[config.mk]
export PLATFORM = sky130hd
export DESIGN_NAME = lif_tdm_scheduler_flat
export DESIGN_NICKNAME = d
export VERILOG_FILES = /design/src/rtl/lif_tdm_if.sv /design/src/rtl/lif_tdm_scheduler.sv /design/src/flat_wrapper.sv
export SDC_FILE = /design/constraint.sdc
export NUM_CORES = 1
export LEC_CHECK = 0
export CORE_UTILIZATION = 49
export DETAILED_ROUTE_END_ITERATION = 16
export HOLD_SLACK_MARGIN = 0.05
export MAX_ROUTING_LAYER = met4
export PLACE_DENSITY_LB_ADDON = 0.15
export SLEW_MARGIN = 40
export SYNTH_ARGS = -nofsm -noshare
export SYNTH_HDL_FRONTEND = slang
export SYNTH_SLANG_ARGS = --single-unit
[constraint.sdc]
create_clock -name clk -period 4.4 [get_ports clk]
set_input_delay 1.1 -clock clk [delete_from_list [all_inputs] [get_ports clk]]
set_output_delay 1.1 -clock clk [all_outputs]
set_load 0.005 [all_outputs]
[src/rtl/lif_tdm_if.sv]
// Handshake bundle between the chip I/O side and the LIF TDM scheduler.
// Latency: none, wires only.
// Backpressure: in_ready/cfg_ready throttle the driver; spikes have none.
//
// Ports (master = I/O side, slave = scheduler):
//   tick                               timestep strobe
//   in_valid/in_ready/in_idx/in_weight weighted input events
//   cfg_valid/cfg_ready/cfg_addr/cfg_data  config writes
//   spike_valid/spike_idx              spike pulses
//   busy/overrun                       sweep status
interface lif_tdm_if #(
   parameter int IDX_W = 2,
   parameter int W     = 8
);
   logic             tick;
   logic             in_valid;
   logic             in_ready;
   logic [IDX_W-1:0] in_idx;
   logic [W-1:0]     in_weight;
   logic             cfg_valid;
   logic             cfg_ready;
   logic [1:0]       cfg_addr;
   logic [W-1:0]     cfg_data;
   logic             spike_valid;
   logic [IDX_W-1:0] spike_idx;
   logic             busy;
   logic             overrun;

   modport master (
      output tick, in_valid, in_idx, in_weight, cfg_valid, cfg_addr, cfg_data,
      input  in_ready, cfg_ready, spike_valid, spike_idx, busy, overrun
   );

   modport slave (
      input  tick, in_valid, in_idx, in_weight, cfg_valid, cfg_addr, cfg_data,
      output in_ready, cfg_ready, spike_valid, spike_idx, busy, overrun
   );
endinterface

[src/rtl/lif_tdm_scheduler.sv]
// Shares one leaky-integrate-and-fire datapath across N_NEURONS membranes.
// Latency: tick -> N-cycle sweep, spike for neuron p one cycle after it is processed.
// Backpressure: events/config accepted only when idle; spikes cannot be stalled.
//
// Ports:
//   clk    rising-edge clock
//   reset  synchronous active-high reset
//   bus    lif_tdm_if slave: events, config, tick, spikes, busy/overrun
module lif_tdm_scheduler #(
   parameter int N_NEURONS   = 4,
   parameter int IDX_W       = 2,
   parameter int W           = 8,
   parameter int THRESH_INIT = 128,
   parameter int LEAK_INIT   = 1
) (
   input  logic      clk,
   input  logic      reset,
   lif_tdm_if.slave  bus
);

   typedef enum logic {IDLE, SWEEP} state_t;

   state_t           state_q;
   logic [IDX_W-1:0] p_q;
   logic [W-1:0]     u_q [N_NEURONS];
   logic [W-1:0]     thresh_q;
   logic [2:0]       leak_q;
   logic             spike_vld_q;
   logic [IDX_W-1:0] spike_idx_q;
   logic             overrun_q;

   // Shared sweep datapath for the neuron under the pointer.
   logic [W-1:0] u_cur;
   logic [W-1:0] leaked_d;
   logic         fire_d;

   assign u_cur    = u_q[p_q];
   // A zero shift means "no leak"; u - (u >> 0) would wrongly zero the membrane.
   assign leaked_d = (leak_q == 3'd0) ? u_cur : u_cur - (u_cur >> leak_q);
   assign fire_d   = (leaked_d >= thresh_q);

   // Event integration: one extra bit so the carry selects saturation.
   logic [W:0]   sum_d;
   logic [W-1:0] sat_d;

   assign sum_d = {1'b0, u_q[bus.in_idx]} + {1'b0, bus.in_weight};
   assign sat_d = sum_d[W] ? '1 : sum_d[W-1:0];

   assign bus.in_ready  = (state_q == IDLE) && !reset;
   assign bus.cfg_ready = (state_q == IDLE) && !reset;
   assign bus.busy      = (state_q == SWEEP) && !reset;
   // Registered outputs are masked so they read zero in the reset cycle itself.
   assign bus.spike_valid = spike_vld_q && !reset;
   assign bus.spike_idx   = reset ? '0 : spike_idx_q;
   assign bus.overrun     = overrun_q && !reset;

   always_ff @(posedge clk) begin
      if (reset) begin
         state_q     <= IDLE;
         p_q         <= '0;
         for (int i = 0; i < N_NEURONS; i++) u_q[i] <= '0;
         thresh_q    <= W'(THRESH_INIT);
         leak_q      <= 3'(LEAK_INIT);
         spike_vld_q <= 1'b0;
         spike_idx_q <= '0;
         overrun_q   <= 1'b0;
      end else begin
         spike_vld_q <= 1'b0;
         case (state_q)
            IDLE: begin
               if (bus.in_valid) u_q[bus.in_idx] <= sat_d;
               if (bus.cfg_valid) begin
                  case (bus.cfg_addr)
                     2'd0: thresh_q <= bus.cfg_data;
                     2'd1: leak_q   <= bus.cfg_data[2:0];
                     // Placed after the event write so the clear wins a collision.
                     2'd2: for (int i = 0; i < N_NEURONS; i++) u_q[i] <= '0;
                     default: ;
                  endcase
               end
               if (bus.tick) begin
                  state_q <= SWEEP;
                  p_q     <= '0;
               end
            end
            SWEEP: begin
               u_q[p_q] <= fire_d ? '0 : leaked_d;
               if (fire_d) begin
                  spike_vld_q <= 1'b1;
                  spike_idx_q <= p_q;
               end
               if (bus.tick) overrun_q <= 1'b1;
               if (p_q == IDX_W'(N_NEURONS - 1)) begin
                  state_q <= IDLE;
                  p_q     <= '0;
               end else begin
                  p_q <= p_q + IDX_W'(1);
               end
            end
         endcase
      end
   end

endmodule

[src/flat_wrapper.sv]
// flat-port wrapper written by rule: the top's interface ports become plain ports
module lif_tdm_scheduler_flat 
#(
   parameter int N_NEURONS   = 4,
   parameter int IDX_W       = 2,
   parameter int W           = 8,
   parameter int THRESH_INIT = 128,
   parameter int LEAK_INIT   = 1
)
  (clk, reset, bus_tick, bus_in_valid, bus_in_idx, bus_in_weight, bus_cfg_valid, bus_cfg_addr, bus_cfg_data, bus_in_ready, bus_cfg_ready, bus_spike_valid, bus_spike_idx, bus_busy, bus_overrun);
  lif_tdm_if #(.IDX_W(IDX_W), .W(W)) bus_i ();
  input  logic clk;
  input  logic reset;
  input wire logic [$bits(bus_i.tick)-1:0] bus_tick;
  input wire logic [$bits(bus_i.in_valid)-1:0] bus_in_valid;
  input wire logic [$bits(bus_i.in_idx)-1:0] bus_in_idx;
  input wire logic [$bits(bus_i.in_weight)-1:0] bus_in_weight;
  input wire logic [$bits(bus_i.cfg_valid)-1:0] bus_cfg_valid;
  input wire logic [$bits(bus_i.cfg_addr)-1:0] bus_cfg_addr;
  input wire logic [$bits(bus_i.cfg_data)-1:0] bus_cfg_data;
  output wire logic [$bits(bus_i.in_ready)-1:0] bus_in_ready;
  output wire logic [$bits(bus_i.cfg_ready)-1:0] bus_cfg_ready;
  output wire logic [$bits(bus_i.spike_valid)-1:0] bus_spike_valid;
  output wire logic [$bits(bus_i.spike_idx)-1:0] bus_spike_idx;
  output wire logic [$bits(bus_i.busy)-1:0] bus_busy;
  output wire logic [$bits(bus_i.overrun)-1:0] bus_overrun;
  assign bus_i.tick = bus_tick;
  assign bus_i.in_valid = bus_in_valid;
  assign bus_i.in_idx = bus_in_idx;
  assign bus_i.in_weight = bus_in_weight;
  assign bus_i.cfg_valid = bus_cfg_valid;
  assign bus_i.cfg_addr = bus_cfg_addr;
  assign bus_i.cfg_data = bus_cfg_data;
  assign bus_in_ready = bus_i.in_ready;
  assign bus_cfg_ready = bus_i.cfg_ready;
  assign bus_spike_valid = bus_i.spike_valid;
  assign bus_spike_idx = bus_i.spike_idx;
  assign bus_busy = bus_i.busy;
  assign bus_overrun = bus_i.overrun;
  lif_tdm_scheduler #(.N_NEURONS(N_NEURONS), .IDX_W(IDX_W), .W(W), .THRESH_INIT(THRESH_INIT), .LEAK_INIT(LEAK_INIT)) u_core (.clk(clk), .reset(reset), .bus(bus_i));
endmodule
==> results.md <==
* Status: finished with violations
* Violated checks: negative setup slack
* Post-synth top area share at 26.8%
* EDFF count, synth at 32
* Hold EP: u_core.spike_idx_q[1]
* Hold buffers post-CTS at 0
* CP cell instances: mux4_2 > mux4_2 > mux2i_2 > ha_1 > nor2b_4 > o31a_1 > o31a_1 > a2111oi_4 > xnor2_2 > inv_1 > ha_4 > nand4_1 > o31a_1 > a21oi_2 > a31o_2 > nor2_1
* Setup TNS at -3.71 ns
* End of the worst register-to-register path: u_core.u_q[0][1]
* Fmax achieved at 0.217 GHz
* Synth unique cells at 58
* Max Buffers Root-to-Sink at 2
* Max-slew violations at 0
* Antenna violations before repair at 0
* Grt total ovfl at 0
* Final Cell Area at 4770 sq um
* Peak VDD IR at 0.000228 V
* Crit Path Class: register to register
* 1st-iter DRT viols at 246
* Worst path required time at 4.45 ns
* Placed cell count at 525
* Largest net degree at the start of global routing at 21
* R2R cell count at 16
* Vias in the first global route at 3094
* I/O pin total at 32
* # rows at 30
* CTS H-tree depth at 2
* Async SR Flop Fraction at 0%
* Final min period at 4.61 ns
* Final setup margin at -0.210 ns
* Fill count at 528
* Syn_nets at 404
* WHS Path Cells at 2
* IO Port Bufs at 31
* Routed wire length at 9850 microns
* Worst setup SP type: register
* Drt drc at 0
* Max-Cap Viols at 0
* CP peak stage delay at 0.57 ns
* Post-route clock period utilization at 105%
* Synth area leaders: edfxtp_1 27%, mux4_2 11%, dfxtp_1 11%
* Synth area leader: edfxtp_1
* Area of the placeable core at 6940 sq um
* Footprint of the multi-input gates at 2340 sq um
* Nets at 492
* Placed Area at 4470 sq um
* Initial Util at 51.6%
* Syn Std Cell Area at 3580 sq um
* Sink Count at 52
* DR pass1 iterations at 5
* RSZ-0062 raised after global routing: yes
* Post-layout util at 68.7%
* Die area at 7660 sq um
* Crit-path slowest cell: mux4_2
* CP arrival at 4.66 ns
* Total power at 1.89 mW
* Ys Warns at 0
* WL/cell at 18.3 microns
* Synth Flop Type: edfxtp_1
* GR Util All Layers at 28.7%
* Clock transition at path regs at 0.11 ns
* Register area at 1370 sq um
* Worst-Margin Slew at 0.930 ns
* Final Hold Viols at 0
* Share of cells above drive strength 1 at 30.8%
* Synth top cells by count: 58 x nor2_1, 32 x edfxtp_1, 24 x ha_1, 23 x a21oi_1, 23 x nand2_1
* CP Max Fanout at 7
* Die H at 87.5 microns
* CP most frequent cell: o31a_1
* Final number of setup-violating endpoints at 32
* Skew-Pair Late Insertion Delay at 0.32 ns
* Pleak at 1.86 nW
* Final Skew at 0.0145 ns
* #FFs+latches synth at 52
* Relative slew slack at 37.9%
* Detail Route Antenna Nets at 0
* ANT cells at 0
* Vias post-DR at 3159
* Flop-to-flop setup slack at -0.21 ns
* Final std cells w/o fill at 538
* Post-Syn Instances at 353
* Avg Inst Size Synth at 10.1 sq um
* First-pass GRT wire length at 15700 microns
* Chip width at 87.5 microns
* CTS Buf Count at 5
* Post-Place Worst Slack at -0.415 ns
* Final hold slack at 0.459 ns
* Min-Delay Path Class: register to register
* Worst setup EP type: register
* Hold_sp: u_core.spike_idx_q[1]
* Gpl congestion at 0.896
* CTS Root Cell: clkbuf_8
* Part of the Yosys area used for sequential elements at 38.0%
* DPL Wire Length at 7370 microns
* Pwr Density at 397 nW/um^2
* Area delta synth->final at 33.2%
* Most common cell in the synthesized netlist: nor2_1
* Via-to-Cell Ratio at 5.87
* CTS tree: built
[placed cells by master, fill, tap and decap left out, types with 4 or more instances in the layout]
cell type	synthesis	final
nand2_1	23	21
ha_1	24	20
o21ai_0	8	7
mux2i_1	7	6
clkdlybuf4s50_1	0	31
mux4_2	18	18
nor3_1	5	5
mux2_2	4	4
nor2_1	58	54
or3_1	4	4
edfxtp_1	32	32
clkbuf_8	0	5
buf_4	2	63
nand3_1	5	4
dfxtp_1	20	19
nand2b_1	7	7
inv_1	17	17
nor2b_1	8	6
o21a_1	5	5
a21oi_1	23	20
a21o_1	5	5
[repair_timing]
action,CTS,global route
setup buffers,5,0
gates resized for setup,26,3
pin swaps,15,3
endpoints found under the setup margin,35,34
[power by group]
group          switching, mW  internal (mW)  leakage (nW)
clock network          0.177          0.116        0.0423
registers             0.0235          0.556         0.501
logic                  0.507          0.514          1.32
total                  0.707           1.19          1.86
[registers in the layout (all words and copies together), names as in the netlist, named ones only]
| signal | count |
|---|---|
| u_core.p_q | 2 |
| u_core.overrun_q | 1 |
| u_core.u_q | 32 |
| u_core.spike_vld_q | 1 |
| u_core.state_q | 1 |
| u_core.leak_q | 3 |
| u_core.thresh_q | 8 |
| u_core.spike_idx_q | 2 |
[worst max-delay path by stage]
stage / startpoint / to / slack (ns) / cells past startpoint
after floorplan: register / u_core.u_q[1][6] / -0.10 / 17
after global placement: register / u_core.u_q[1][1] / -0.33 / 17
after detailed placement: register / u_core.u_q[1][1] / -0.41 / 17
after CTS: register / u_core.u_q[0][1] / -0.16 / 16
after global routing: register / u_core.u_q[0][2] / -0.36 / 16
final: register / u_core.u_q[0][1] / -0.21 / 16
[logic make-up (layout without fill, tap and decap cells)]
kind of cell / after synthesis / in the layout / synth area share, %
adders and majority gates: 26 / 26 / 9.50
AOI/OAI and AO/OA: 83 / 83 / 16.3
muxes: 29 / 29 / 14.5
xor gates and xnor gates: 6 / 6 / 1.47
and+or+nand+nor: 125 / 125 / 16.6
buffers and inverters: 32 / 121 / 3.60
DFF: 52 / 52 / 38.0
[metal layers]
layer	track usage (%)	vias up	part of all wire [%]
li1	-	1502	-
met1	37.3	1501	42
met2	46.7	132	48
met3	3.51	24	7.2
met4	9.39	0	2.0
met5	-	-	0
[worst max-delay path, delay by kind of cell (launching register included)]
family,cells,cell delay (ns)
compound gates,6,1.50
xor+xnor,1,0.17
fa+ha+maj,2,0.56
buf+inv,1,0.08
flops,1,0.43
mux,3,1.27
simple gates,3,0.33
[final cells by class]
class                   count  area share (%)
clock buffers               5            1.44
repair buffers             94            16.4
clock inverters             3           0.551
multi-input cells         269            49.0
well taps                  96            2.52
inverters                  19            1.49
flip-flops and latches     52            28.6
Power figures use the tool's default switching activity.
==> RTL edit 1: new RTL, config.mk and constraints unchanged <==
Register the output `bus.overrun`, without a reset; this adds one clock of latency there.
--- a/src/rtl/lif_tdm_scheduler.sv
+++ b/src/rtl/lif_tdm_scheduler.sv
@@ -53,5 +53,7 @@
    assign bus.spike_valid = spike_vld_q && !reset;
    assign bus.spike_idx   = reset ? '0 : spike_idx_q;
-   assign bus.overrun     = overrun_q && !reset;
+   always_ff @(posedge clk) begin
+      bus.overrun <= overrun_q && !reset;
+   end
 
    always_ff @(posedge clk) begin
Check against the original RTL: not equivalent (a bounded check fails within 4 cycles, from zero or initial values and one cycle with reset high).
==> RTL edit 1 against the unedited design <==
- the run still ends with setup timing left
- via count down 1.8%
- worst setup slack got worse by 0.069 ns
- die area grew 0.86%
- final area up 0.50%
- routed wire length shrank 6.7%
- area after synthesis up 0.87%
- clock skew down 0.0062 ns
- sequential cell count grew 1
- sequential power rose by 1%
- power increased by 1.9%
- critical path depth up 1
- count of clock-buffer cells in the layout is the same
- global-route usage shrank 2.4 points
==> RTL edit 1: results <==
set metrics [dict create \
    drive_gt1_frac 0.277 \
    place_area_sq_um 4460 \
    wirelength_um 9180 \
    fill_cells 528 \
    nNetsFinal 491 \
    synthTopCellsByArea "edfxtp_1 (27%), dfxtp_1 (12%), mux4_2 (11%), ha_1 (8.3%), nor2_1 (6.3%)" \
    cts_buffers 5 \
    layout_setup_ws_ns -0.279 \
    slew_headroom 0.583 \
    violations "setup timing" \
    io_buffers 31 \
    grt_usage 0.263 \
    synth_cell_types 53 \
    h-tree-depth 2 \
    ir_drop_mv 0.204 \
    setup_tns_ns -6.93 \
    vias_per_cell 5.78 \
    insertedDiodeCount 0 \
    power.leakage_nw 1.94 \
    clk_latency_ns 0.31 \
    ys.flop_type "edfxtp_1" \
    ys_top_cells_by_count "nor2_1 (61), edfxtp_1 (32), ha_1 (24)" \
    root_buffer "clkbuf_8" \
    skew_ns 0.00834 \
    outcome "finished, violations left" \
    drt-pass1-iter-count 5 \
    reg_top3 "u_core.u_q (32), u_core.thresh_q (8), u_core.leak_q (3)" \
    async_flop_share 0 \
    grt_antenna_before_repair 0 \
    synth_warnings 0 \
    ys_seq_area_frac 0.382 \
    timing.critical_path.arrival_ns 4.74 \
    crit_path_max_fanout 8 \
    grt_pass1_wl_um 14700 \
    synth-edff-count 32 \
    clockBufferDepth 2 \
    grt_max_degree 21 \
    gp_congestion 0.872 \
    place_hpwl_um 6890 \
    min_path_type "reg2reg" \
    grt_pass1_vias 3058 \
    first_iter_violations 227 \
    synth_fp_nets 411 \
    setup_viol 35 \
    clk_pin_slew_ns 0.10 \
]
[RTL edit 1: cell types whose count changed after synthesis, moves of 3 or more]
| cell | delta |
|---|---|
| nand2_1 | -5 |
| inv_1 | +4 |
| o31ai_1 | +4 |
| nor2_1 | +3 |
| xnor2_1 | +3 |
| xor2_1 | -3 |
[RTL edit 1: final cells by class]
class	instances	area, sq um	area share
clock inverters	3	43.8	0.00913
repair buffers	88	776	0.162
multi-input cells	271	2320	0.484
flip-flops and latches	53	1390	0.289
clock buffers	5	68.8	0.0143
well taps	96	120	0.0250
inverters	21	78.8	0.0164
[RTL edit 1: routing by layer]
layer	wire, um	track usage	share of wire
met1	4160	0.352	0.45
met2	4330	0.414	0.47
met3	423	0.0264	0.046
met4	269	0.0999	0.029
met5	0	-	0
[RTL edit 1: per-stage QoR]
stage               setup slack [ns]  std cells
floorplan                     -0.113        360
detailed placement            -0.468        521
global route                  -0.475        537
global placement              -0.454        521
CTS                           -0.309        532
finish                        -0.279        537
[RTL edit 1: power breakdown]
group / switching, W / internal, W / total [W] / leakage [nW]
registers: 0.0000208 / 0.000565 / 0.000586 / 0.509
logic: 0.000502 / 0.000512 / 0.00101 / 1.37
clock network: 0.000159 / 0.000171 / 0.000330 / 0.0585
total: 0.000682 / 0.00125 / 0.00193 / 1.94
[RTL edit 1: what timing repair did]
| action | 4_1_cts | 5_1_grt |
|---|---|---|
| endpoints found under the setup margin | 35 | 35 |
| pin swaps | 9 | 7 |
| endpoints found under the hold margin | 0 | 0 |
| buffers inserted | 4 | 5 |
| hold buffers | 0 | 0 |
| resized for setup | 20 | 8 |
[RTL edit 1: kinds of logic after synthesis]
group / count (synthesis) / share of synthesized area
compound gates: 81 / 0.156
xor+xnor: 6 / 0.0145
fa+ha+maj: 26 / 0.0942
buf+inv: 36 / 0.0388
flops: 53 / 0.382
mux: 30 / 0.143
simple gates: 128 / 0.171
[RTL edit 1: final timing paths]
check	start	to	slack, ns	depth (start not counted)
max	flip-flop	u_core.u_q[1][3]	-0.28	17
min	u_core.spike_idx_q[1]	u_core.spike_idx_q[1]	0.46	2
max reg2reg	flip-flop	u_core.u_q[1][3]	-0.28	17
min reg2reg	u_core.spike_idx_q[1]	u_core.spike_idx_q[1]	0.46	2
[RTL edit 1: critical path: stages, from the launching register on]
cell,delay (ns)
dfxtp_4,0.43
mux4_2,0.55
mux4_2,0.50
mux2i_2,0.20
ha_1,0.27
nor2b_4,0.13
o31a_1,0.27
o31a_1,0.28
a2111oi_4,0.27
xnor2_2,0.17
inv_2,0.06
ha_4,0.27
nand4_1,0.12
o31ai_4,0.34
buf_4,0.18
nor2_4,0.04
a22oi_2,0.24
nor2_1,0.10
==> RTL edit 2: new RTL, same flow settings <==
Made on the original files. `W` is set to 8 in 3 places; all go to 10.
--- a/src/rtl/lif_tdm_if.sv
+++ b/src/rtl/lif_tdm_if.sv
@@ -11,5 +11,5 @@
 interface lif_tdm_if #(
    parameter int IDX_W = 2,
-   parameter int W     = 8
+   parameter int W     = 10
 );
    logic             tick;
--- a/src/rtl/lif_tdm_scheduler.sv
+++ b/src/rtl/lif_tdm_scheduler.sv
@@ -10,5 +10,5 @@
    parameter int N_NEURONS   = 4,
    parameter int IDX_W       = 2,
-   parameter int W           = 8,
+   parameter int W           = 10,
    parameter int THRESH_INIT = 128,
    parameter int LEAK_INIT   = 1
--- a/src/flat_wrapper.sv
+++ b/src/flat_wrapper.sv
@@ -4,5 +4,5 @@
    parameter int N_NEURONS   = 4,
    parameter int IDX_W       = 2,
-   parameter int W           = 8,
+   parameter int W           = 10,
    parameter int THRESH_INIT = 128,
    parameter int LEAK_INIT   = 1
Ports: changed (resized bus_cfg_data and bus_in_weight); port bits go from 32 to 36. The function was not compared with the original's and may differ.
==> RTL edit 2 against the unedited design <==
- the run still ends with setup timing left
- synthesized cell count up 29%
- routed wire length up 35%
- die area up 27%
- power up 43%
- sequential cell count up 10
- utilization up 1.3 points
- area after synthesis up 28%
- first-iteration DRC count up 24%
- worst setup slack worse by 0.14 ns
- final cell count up 27%
- final area up 30%
- largest cell class unchanged
- highest routed layer unchanged
==> RTL edit 2: results <==
set metrics [dict create \
    skew_ns 0.0131 \
    nNetsFinal 630 \
    ir_drop_mv 0.248 \
    clk_latency_ns 0.35 \
    synth-edff-count 40 \
    endpoint "u_core.u_q[3][5]" \
    synth_cell_types 75 \
    synth_fp_nets 518 \
    pre_cts_ws_ns -0.484 \
    ff2ff_path_depth 21 \
    vias_per_cell 6.07 \
    drt-pass1-iter-count 4 \
    cp_top_family "compound AO/OA/AOI/OAI gates" \
    min_to "u_core.thresh_q[1]" \
    setup_viol 42 \
    drive_gt1_frac 0.354 \
    grt_usage 0.287 \
    wl_per_cell_um 19.5 \
    grt_pass1_wl_um 20700 \
    gp_congestion 0.873 \
    place_hpwl_um 9250 \
    crit_path_max_fanout 5 \
    grt_pass1_vias 3979 \
    cts_buffers 9 \
    layout_setup_ws_ns -0.347 \
    grt_max_degree 25 \
    clk_pin_slew_ns 0.08 \
    reg_top3 "u_core.u_q (40), u_core.thresh_q (10), u_core.leak_q (3)" \
    path_class "reg2reg" \
    first_iter_violations 306 \
    slew_headroom 0.528 \
    worst_hold_startpoint "u_core.thresh_q[1]" \
    ys_seq_area_frac 0.359 \
    synthTopCellsByArea "edfxtp_1 (26%), dfxtp_1 (9.6%), ha_1 (8.2%), mux4_2 (7.4%), a21oi_1 (5.8%)" \
    io_buffers 35 \
    power.leakage_nw 2.41 \
    fill_cells 648 \
    timing.rr.end "u_core.u_q[3][5]" \
    hold_slack_ns 0.465 \
    ys_top_cells_by_count "a21oi_1 (53), nand2_1 (47), edfxtp_1 (40)" \
    violations "setup timing" \
    switching_share 0.381 \
    outcome "finished, violations left" \
    cpPeakStageDelay_ns 0.55 \
    timing.critical_path.arrival_ns 4.93 \
    h-tree-depth 3 \
    slowest_stage "mux4_2" \
    setup_tns_ns -11.38 \
]
[RTL edit 2: power groups by stage]
stage	logic (W)	registers (W)	clock network (W)
after floorplan	0.000688	0.000694	0
after global placement	0.00112	0.000706	0
after detailed placement	0.00114	0.000708	0
after CTS	0.00137	0.000697	0.000464
after global routing	0.00165	0.000703	0.000489
final	0.00154	0.000699	0.000464
[RTL edit 2: metal layers]
metal / vias to the layer above / track usage / part of all wire / wire length, um
li1: 1945 / - / - / -
met4: 0 / 0.0631 / 0.021 / 279
met5: - / - / 0 / 0
met3: 23 / 0.0489 / 0.068 / 903
met2: 174 / 0.471 / 0.50 / 6590
met1: 2000 / 0.374 / 0.41 / 5490
[RTL edit 2: per-stage QoR]
| step | instance area [sq um] | cells |
|---|---|---|
| after floorplan | 4600 | 457 |
| after global placement | 5560 | 648 |
| after detailed placement | 5560 | 648 |
| after CTS | 6020 | 675 |
| after global routing | 6230 | 682 |
| final | 6230 | 682 |
[RTL edit 2: cell families after synthesis]
family | Yosys count | share of synthesized area
simple gates | 145 | 0.165
compound gates | 121 | 0.176
flops | 62 | 0.359
buf+inv | 49 | 0.0463
mux | 38 | 0.144
fa+ha+maj | 32 | 0.0909
xor+xnor | 10 | 0.0192
[RTL edit 2: area by class of cell]
| type | instances | area [sq um] | share of cell area |
|---|---|---|---|
| multi-input combinational | 346 | 3050 | 0.490 |
| sequential | 62 | 1650 | 0.264 |
| timing repair buffer | 127 | 1130 | 0.182 |
| tap | 108 | 135 | 0.0217 |
| clock buffer | 10 | 128 | 0.0205 |
| inverter | 23 | 86.3 | 0.0139 |
| clock inverter | 6 | 47.5 | 0.00764 |
[RTL edit 2: what timing repair did]
item,4_1_cts,5_1_grt
setup buffers,10,7
pin swaps,31,22
endpoints found under the setup margin,43,43
cloned,1,0
resized for setup,38,35
